## config.mk

```make
export PLATFORM = sky130hd
export DESIGN_NAME = sdma_chan_sched_flat
export DESIGN_NICKNAME = d
export VERILOG_FILES = /design/src/rtl/sdma_chan_sched_pkg.sv /design/src/rtl/sdma_chan_sched_if.sv /design/src/rtl/sdma_chan_sched_rr_pick.sv /design/src/rtl/sdma_chan_sched.sv /design/src/flat_wrapper.sv
export SDC_FILE = /design/constraint.sdc
export NUM_CORES = 1
export LEC_CHECK = 0
export CAP_MARGIN = 0
export CORE_ASPECT_RATIO = 0.9
export CORE_MARGIN = 2
export CORE_UTILIZATION = 51
export CTS_BUF_LIST = sky130_fd_sc_hd__clkbuf_16
export CTS_CLUSTER_DIAMETER = 100
export CTS_CLUSTER_SIZE = 40
export DETAILED_ROUTE_END_ITERATION = 8
export GPL_TIMING_DRIVEN = 0
export PLACE_DENSITY = 0.77
export SYNTH_ARGS = -nofsm -noshare
export SYNTH_HDL_FRONTEND = slang
export SYNTH_SLANG_ARGS = --single-unit
export TNS_END_PERCENT = 10
```

## constraint.sdc

```tcl
create_clock -name WB_CLK -period 2.5 [get_ports WB_CLK]
set_clock_uncertainty 0.1 [all_clocks]
set_input_delay 0.375 -clock WB_CLK [delete_from_list [all_inputs] [get_ports WB_CLK]]
set_output_delay 0.375 -clock WB_CLK [all_outputs]
set_load 0.05 [all_outputs]
```

## src/rtl/sdma_chan_sched_pkg.sv

```systemverilog
// rtl/sdma_chan_sched_pkg.sv - shared types and limits for the SDMA channel scheduler
package sdma_sched_pkg;

  typedef enum logic [1:0] {
    IDLE = 2'd0,
    REQ  = 2'd1,
    XFER = 2'd2
  } sched_state_t;

  localparam int DEF_TIMEOUT_CYC = 1024;
  localparam int MIN_REQ         = 2;
  localparam int MAX_REQ         = 4;

  function automatic bit num_req_ok(input int n);
    return (n >= MIN_REQ) && (n <= MAX_REQ);
  endfunction

  function automatic int idx_width(input int n);
    return (n > 2) ? 2 : 1;
  endfunction

endpackage

```

## src/rtl/sdma_chan_sched_if.sv

```systemverilog
// rtl/sdma_chan_sched_if.sv - SDMA request/acknowledge port of the cell macro
interface sdma_chan_sched_if;

  logic SDMA_Req_o;
  logic SDMA_Sreq_o;
  logic SDMA_Active_i;
  logic SDMA_Done_i;

  modport master (
    output SDMA_Req_o,
    output SDMA_Sreq_o,
    input  SDMA_Active_i,
    input  SDMA_Done_i
  );

  modport slave (
    input  SDMA_Req_o,
    input  SDMA_Sreq_o,
    output SDMA_Active_i,
    output SDMA_Done_i
  );

endinterface

```

## src/rtl/sdma_chan_sched_rr_pick.sv

```systemverilog
// rtl/sdma_chan_sched_rr_pick.sv - rotating-priority one-hot selector
module rr_pick #(
  parameter int NUM_REQ = 2,
  parameter int IDX_W   = 1
) (
  input  logic [NUM_REQ-1:0] eligible,
  input  logic [IDX_W-1:0]   ptr,
  output logic [NUM_REQ-1:0] onehot,
  output logic [IDX_W-1:0]   idx,
  output logic               valid
);

  localparam int PW = IDX_W + 1;

  logic [PW-1:0] pos;
  logic          hit;

  // Scan from the pointer upward, wrapping, and keep the first eligible source.
  always_comb begin
    onehot = '0;
    idx    = '0;
    hit    = 1'b0;
    pos    = '0;
    for (int k = 0; k < NUM_REQ; k++) begin
      pos = {1'b0, ptr} + PW'(k);
      if (pos >= PW'(NUM_REQ)) begin
        pos = pos - PW'(NUM_REQ);
      end
      if (!hit && eligible[pos[IDX_W-1:0]]) begin
        hit                     = 1'b1;
        onehot[pos[IDX_W-1:0]]  = 1'b1;
        idx                     = pos[IDX_W-1:0];
      end
    end
  end

  assign valid = hit;

endmodule

```

## src/rtl/sdma_chan_sched.sv

```systemverilog
// rtl/sdma_chan_sched.sv - shares one SDMA channel between NUM_REQ FIFO sources
module sdma_chan_sched
  import sdma_sched_pkg::*;
#(
  parameter int NUM_REQ     = 2,
  parameter int TIMEOUT_CYC = DEF_TIMEOUT_CYC,
  parameter int CNT_W       = 16
) (
  input  logic                 WB_CLK,
  input  logic                 WB_RST_N,
  input  logic [NUM_REQ-1:0]   req_i,
  input  logic [NUM_REQ-1:0]   single_i,
  input  logic [NUM_REQ-1:0]   en_i,
  sdma_chan_sched_if.master    sdma,
  output logic [NUM_REQ-1:0]   grant_o,
  output logic [NUM_REQ-1:0]   done_o,
  output logic                 dma_intr_o,
  output logic                 timeout_o,
  output logic                 err_sticky_o,
  input  logic                 err_clr_i,
  output logic [CNT_W-1:0]     xfer_cnt_o
);

  localparam int IDX_W = idx_width(NUM_REQ);
  localparam int TW    = (TIMEOUT_CYC > 2) ? $clog2(TIMEOUT_CYC) : 1;

  if (!num_req_ok(NUM_REQ)) begin : g_bad_num_req
    $error("sdma_chan_sched: NUM_REQ must be within 2..4");
  end

  sched_state_t        state_q, state_d;
  logic [NUM_REQ-1:0]  grant_q, grant_d;
  logic [IDX_W-1:0]    g_q, g_d;
  logic [IDX_W-1:0]    ptr_q, ptr_d, next_ptr;
  logic                req_q, req_d, sreq_q, sreq_d;
  logic [NUM_REQ-1:0]  done_q, done_d;
  logic                timeout_q, timeout_d;
  logic                err_q, err_d;
  logic [CNT_W-1:0]    cnt_q, cnt_d;
  logic [TW-1:0]       tcnt_q, tcnt_d;
  logic                complete;

  logic [NUM_REQ-1:0]  pick_onehot;
  logic [IDX_W-1:0]    pick_idx;
  logic                pick_valid;

  rr_pick #(.NUM_REQ(NUM_REQ), .IDX_W(IDX_W)) u_pick (
    .eligible (req_i & en_i),
    .ptr      (ptr_q),
    .onehot   (pick_onehot),
    .idx      (pick_idx),
    .valid    (pick_valid)
  );

  assign next_ptr = (g_q == IDX_W'(NUM_REQ - 1)) ? '0 : g_q + IDX_W'(1);

  always_comb begin
    state_d   = state_q;
    grant_d   = grant_q;
    g_d       = g_q;
    ptr_d     = ptr_q;
    req_d     = req_q;
    sreq_d    = sreq_q;
    done_d    = '0;
    timeout_d = 1'b0;
    err_d     = err_q & ~err_clr_i;
    cnt_d     = cnt_q;
    tcnt_d    = tcnt_q;
    complete  = 1'b0;
    unique case (state_q)
      IDLE: begin
        if (pick_valid) begin
          state_d = REQ;
          grant_d = pick_onehot;
          g_d     = pick_idx;
          req_d   = ~single_i[pick_idx];
          sreq_d  = single_i[pick_idx];
          tcnt_d  = '0;
        end
      end
      REQ: begin
        if (sdma.SDMA_Active_i) begin
          req_d  = 1'b0;
          sreq_d = 1'b0;
          tcnt_d = '0;
          if (sdma.SDMA_Done_i) complete = 1'b1;
          else                  state_d  = XFER;
        end else if (tcnt_q == TW'(TIMEOUT_CYC - 1)) begin
          // Give up on this owner; a timeout set beats a same-cycle clear.
          state_d   = IDLE;
          req_d     = 1'b0;
          sreq_d    = 1'b0;
          grant_d   = '0;
          timeout_d = 1'b1;
          err_d     = 1'b1;
          ptr_d     = next_ptr;
          tcnt_d    = '0;
        end else begin
          tcnt_d = tcnt_q + TW'(1);
        end
      end
      XFER: begin
        if (sdma.SDMA_Done_i) complete = 1'b1;
      end
      default: state_d = IDLE;
    endcase
    if (complete) begin
      state_d = IDLE;
      done_d  = grant_q;
      cnt_d   = cnt_q + CNT_W'(1);
      grant_d = '0;
      ptr_d   = next_ptr;
    end
  end

  always_ff @(posedge WB_CLK or negedge WB_RST_N) begin
    if (!WB_RST_N) begin
      state_q   <= IDLE;
      grant_q   <= '0;
      g_q       <= '0;
      ptr_q     <= '0;
      req_q     <= 1'b0;
      sreq_q    <= 1'b0;
      done_q    <= '0;
      timeout_q <= 1'b0;
      err_q     <= 1'b0;
      cnt_q     <= '0;
      tcnt_q    <= '0;
    end else begin
      state_q   <= state_d;
      grant_q   <= grant_d;
      g_q       <= g_d;
      ptr_q     <= ptr_d;
      req_q     <= req_d;
      sreq_q    <= sreq_d;
      done_q    <= done_d;
      timeout_q <= timeout_d;
      err_q     <= err_d;
      cnt_q     <= cnt_d;
      tcnt_q    <= tcnt_d;
    end
  end

  assign sdma.SDMA_Req_o  = req_q;
  assign sdma.SDMA_Sreq_o = sreq_q;
  assign grant_o          = grant_q;
  assign done_o           = done_q;
  assign dma_intr_o       = |done_q;
  assign timeout_o        = timeout_q;
  assign err_sticky_o     = err_q;
  assign xfer_cnt_o       = cnt_q;

endmodule
```

## src/flat_wrapper.sv

```systemverilog
// flat-port wrapper written by rule: the top's interface ports become plain ports
module sdma_chan_sched_flat import sdma_sched_pkg::*;
#(
  parameter int NUM_REQ     = 2,
  parameter int TIMEOUT_CYC = DEF_TIMEOUT_CYC,
  parameter int CNT_W       = 16
)
  (WB_CLK, WB_RST_N, req_i, single_i, en_i, grant_o, done_o, dma_intr_o, timeout_o, err_sticky_o, err_clr_i, xfer_cnt_o, sdma_SDMA_Req_o, sdma_SDMA_Sreq_o, sdma_SDMA_Active_i, sdma_SDMA_Done_i);
  sdma_chan_sched_if sdma_i ();
  input  logic WB_CLK;
  input  logic WB_RST_N;
  input  logic [NUM_REQ-1:0] req_i;
  input  logic [NUM_REQ-1:0] single_i;
  input  logic [NUM_REQ-1:0] en_i;
  output logic [NUM_REQ-1:0] grant_o;
  output logic [NUM_REQ-1:0] done_o;
  output logic dma_intr_o;
  output logic timeout_o;
  output logic err_sticky_o;
  input  logic err_clr_i;
  output logic [CNT_W-1:0] xfer_cnt_o;
  output wire logic [$bits(sdma_i.SDMA_Req_o)-1:0] sdma_SDMA_Req_o;
  output wire logic [$bits(sdma_i.SDMA_Sreq_o)-1:0] sdma_SDMA_Sreq_o;
  input wire logic [$bits(sdma_i.SDMA_Active_i)-1:0] sdma_SDMA_Active_i;
  input wire logic [$bits(sdma_i.SDMA_Done_i)-1:0] sdma_SDMA_Done_i;
  assign sdma_SDMA_Req_o = sdma_i.SDMA_Req_o;
  assign sdma_SDMA_Sreq_o = sdma_i.SDMA_Sreq_o;
  assign sdma_i.SDMA_Active_i = sdma_SDMA_Active_i;
  assign sdma_i.SDMA_Done_i = sdma_SDMA_Done_i;
  sdma_chan_sched #(.NUM_REQ(NUM_REQ), .TIMEOUT_CYC(TIMEOUT_CYC), .CNT_W(CNT_W)) u_core (.WB_CLK(WB_CLK), .WB_RST_N(WB_RST_N), .req_i(req_i), .single_i(single_i), .en_i(en_i), .sdma(sdma_i), .grant_o(grant_o), .done_o(done_o), .dma_intr_o(dma_intr_o), .timeout_o(timeout_o), .err_sticky_o(err_sticky_o), .err_clr_i(err_clr_i), .xfer_cnt_o(xfer_cnt_o));
endmodule
```

==> flow_metrics.env <==
export IMPL_status="finished, final reports clean"
export IMPL_syn_inst=184
export IMPL_wl_per_cell_um=14.3
export IMPL_antenna_cells=0
export IMPL_yosysWarnings=0
export IMPL_postCtsSetupBuffers=0
export IMPL_startpoint_type="input port"
export IMPL_slew_viol_final=0
export IMPL_drc=0
export IMPL_final_cell_mix="38 x dfrtp_1, 34 x clkdlybuf4s50_1, 21 x nand2_1"
export IMPL_cap_violations=0
export IMPL_reg2reg_to="u_core.xfer_cnt_o[12]$_DFFE_PN0P_"
export IMPL_period_minus_slack_ns=2.22
export IMPL_worstSetupPathType="input port to flop"
export IMPL_core_area_um2=3430
export IMPL_fp_dieH_um=61.1
export IMPL_num_rows=20
export IMPL_ir_worst_vdd_v=0.000720
export IMPL_ys_seq_area_share_pct=51.4
export IMPL_switchingPower_mw=0.897
export IMPL_antenna_found_initial=0
export IMPL_cp_required_ns=2.56
export IMPL_p_total_mw=2.30
export IMPL_async_flop_share_pct=100
export IMPL_grt_max_degree=39
export IMPL_cts_root_buf="clkbuf_16"
export IMPL_synth_edf_count=0
export IMPL_cts_resized=0
export IMPL_fin_crit_sh_pct=88.9
export IMPL_holdWs_ns=0.0898
export IMPL_holdBufCountCts=0
export IMPL_ys_flop_type="dfrtp_1"
export IMPL_cts_buffers=5
export IMPL_synth_area_per_cell_um2=10.1
export IMPL_grt_overflow=0
export IMPL_dp_hpwl_um=2840
export IMPL_io_buffers=35
export IMPL_setup_ws_ns=0.277
export IMPL_htreeDepth=2
export IMPL_relSlewSlack_pct=45.9
export IMPL_drtIter0Drc=101
export IMPL_cts_buffer_depth=2
export IMPL_syn_area_um2=1850
export IMPL_dp_cells=263
export IMPL_viasPerCell=5.70
export IMPL_synth_cell_types=38
export IMPL_final_cell_area_um2=2390
export IMPL_synth_top_area_share_pct=51.4
export IMPL_mostFrequentLayoutCell="dfrtp_1"
export IMPL_seq_area_um2=951
export IMPL_drtPass1Iterations=4
export IMPL_io_pins=36
export IMPL_setup_viol=0
export IMPL_fin_tns_setup_ns=0
export IMPL_area_growth_pct=29.0
export IMPL_leakage_nw=1.06
export IMPL_crit_path_max_fanout=10
export IMPL_groute_usage_overall_pct=21.7
export IMPL_place_gp_congestion=0.758
export IMPL_arrival_ns=2.28
export IMPL_fmax_mhz=450
export IMPL_powerDensity_nw_per_um2=961
export IMPL_min_path_type="input port to async pin"
export IMPL_insertion_delay_ns=0.27
export IMPL_dieArea_um2=4130
export IMPL_grt_pass1_wl_um=6710
export IMPL_pwr_share_comb_pct=40.3
export IMPL_rsz0062_at_grt="no"
export IMPL_drive_above_1_share_pct=6.19
export IMPL_nets=243
export IMPL_grt_pass1_vias=1491
export IMPL_utilization_pct=69.6
export IMPL_fin_cells=270
export IMPL_fill_cells=234
export IMPL_synth_seq_cells=38
export IMPL_clock_sinks=38
export IMPL_vias=1539
export IMPL_initial_utilization_pct=54.0
export IMPL_synth_area_leaders="dfrtp_1 51%, xnor2_1 5.2%, nand2_1 4.3%"
export IMPL_clk_pin_slew_ns=0.05
export IMPL_r2r_start="u_core.state_q[1]$_DFFE_PN0P_"
export IMPL_r2r_cells=7
export IMPL_power_frac_clock_pct=24.8
export IMPL_power_frac_seq_pct=34.9
export IMPL_tightest_slew_ns=0.811
export IMPL_ant_nets=0
export IMPL_reg2reg_slack_ns=0.33
export IMPL_routed_wl_um=3870
export IMPL_cp_end_kind="flop"
export IMPL_p_sw_share_pct=39.1
export IMPL_die_x_um=67.5
export IMPL_post_place_ws_ns=0.0408
export IMPL_post_dp_cell_area_um2=2250
export IMPL_internal_power_mw=1.40
export IMPL_syn_nets=201
export IMPL_hold_viol_final=0
export IMPL_cts_tree="built"
export IMPL_synth_top_area_cell="dfrtp_1"
export IMPL_multi_input_area_um2=868
-- per-layer routing --
layer,wire length (µm),part of all wire [%],GRT usage [%],up-vias
met3,209,5.4,4.94,2
met2,1730,45,32.9,46
met5,0,0,0,-
met4,23,0.59,8.16,0
li1,-,-,-,733
met1,1910,49,30.6,758
-- final cells by class --
type                            count  area share (%)
Sequential cell                    38            39.8
Multi-Input combinational cell    137            36.4
Timing Repair Buffer               35            14.5
Clock buffer                        5            5.24
Tap cell                           44            2.31
Inverter                            6           0.943
Buffer                              3           0.524
Clock inverter                      2           0.314
-- synthesized netlist by cell type, types with 2 or more instances --
master    instances
xnor2_1          11
o21ai_0          13
a31oi_1           4
mux2_1            2
nand2_1          21
nor2b_1           5
a22o_1            2
o31ai_1           2
xor2_1            4
mux2_2            2
a21oi_1           8
nand2b_1          2
clkbuf_1          2
nand4_1           6
inv_1             6
dfrtp_1          38
mux2i_1           2
nor2_1           14
and3_1            4
ha_1              6
a22oi_1           2
and2_1            3
or3_1             2
nand3_1           9
-- worst max-delay path, cell delays in order --
cell and delay [ns]:
clkdlybuf4s50_1 0.45, a22oi_1 0.46, a21o_1 0.18, clkbuf_1 0.35, nor2_1 0.19, a41o_1 0.27
-- flip-flops by register name, indices dropped and copies added (netlist names) --
| name | cells |
|---|---|
| u_core.timeout_o | 1 |
| u_core.ptr_q | 1 |
| u_core.state_q | 2 |
| u_core.g_q | 1 |
| u_core.xfer_cnt_o | 16 |
| u_core.tcnt_q | 10 |
| u_core.done_o | 2 |
| u_core.sdma.SDMA_Sreq_o | 1 |
| u_core.sdma.SDMA_Req_o | 1 |
| u_core.err_sticky_o | 1 |
| u_core.grant_o | 2 |
-- power groups by stage --
stage	clock network, mW	registers, mW	logic [mW]
finish	0.569	0.800	0.926
global route	0.603	0.815	1.01
CTS	0.580	0.799	0.921
detailed placement	0	0.808	0.913
global placement	0	0.799	0.888
floorplan	0	1.00	0.429
-- how the worst max path moves through the flow --
stage	cells past startpoint	startpoint	end	slack [ns]
detailed placement	5	req_i[0]	u_core.sdma.SDMA_Sreq_o$_DFFE_PN0P_	0.04
global placement	6	req_i[0]	u_core.tcnt_q[7]$_DFFE_PN0P_	0.14
CTS	6	u_core.state_q[1]$_DFFE_PN0P_	u_core.sdma.SDMA_Sreq_o$_DFFE_PN0P_	0.26
finish	6	en_i[0]	u_core.tcnt_q[7]$_DFFE_PN0P_	0.28
global route	8	u_core.state_q[1]$_DFFE_PN0P_	u_core.tcnt_q[8]$_DFFE_PN0P_	0.13
floorplan	6	u_core.xfer_cnt_o[0]$_DFFE_PN0P_	u_core.xfer_cnt_o[12]$_DFFE_PN0P_	0.47
-- logic make-up after synthesis --
family / count (synthesis) / synth area share (%)
simple gates: 72 / 19.3
compound gates: 38 / 12.8
flops: 38 / 51.4
xor+xnor: 15 / 7.10
buf+inv: 9 / 1.89
mux: 6 / 3.52
fa+ha+maj: 6 / 4.06
No activity file was read; power rests on OpenSTA's default activity.
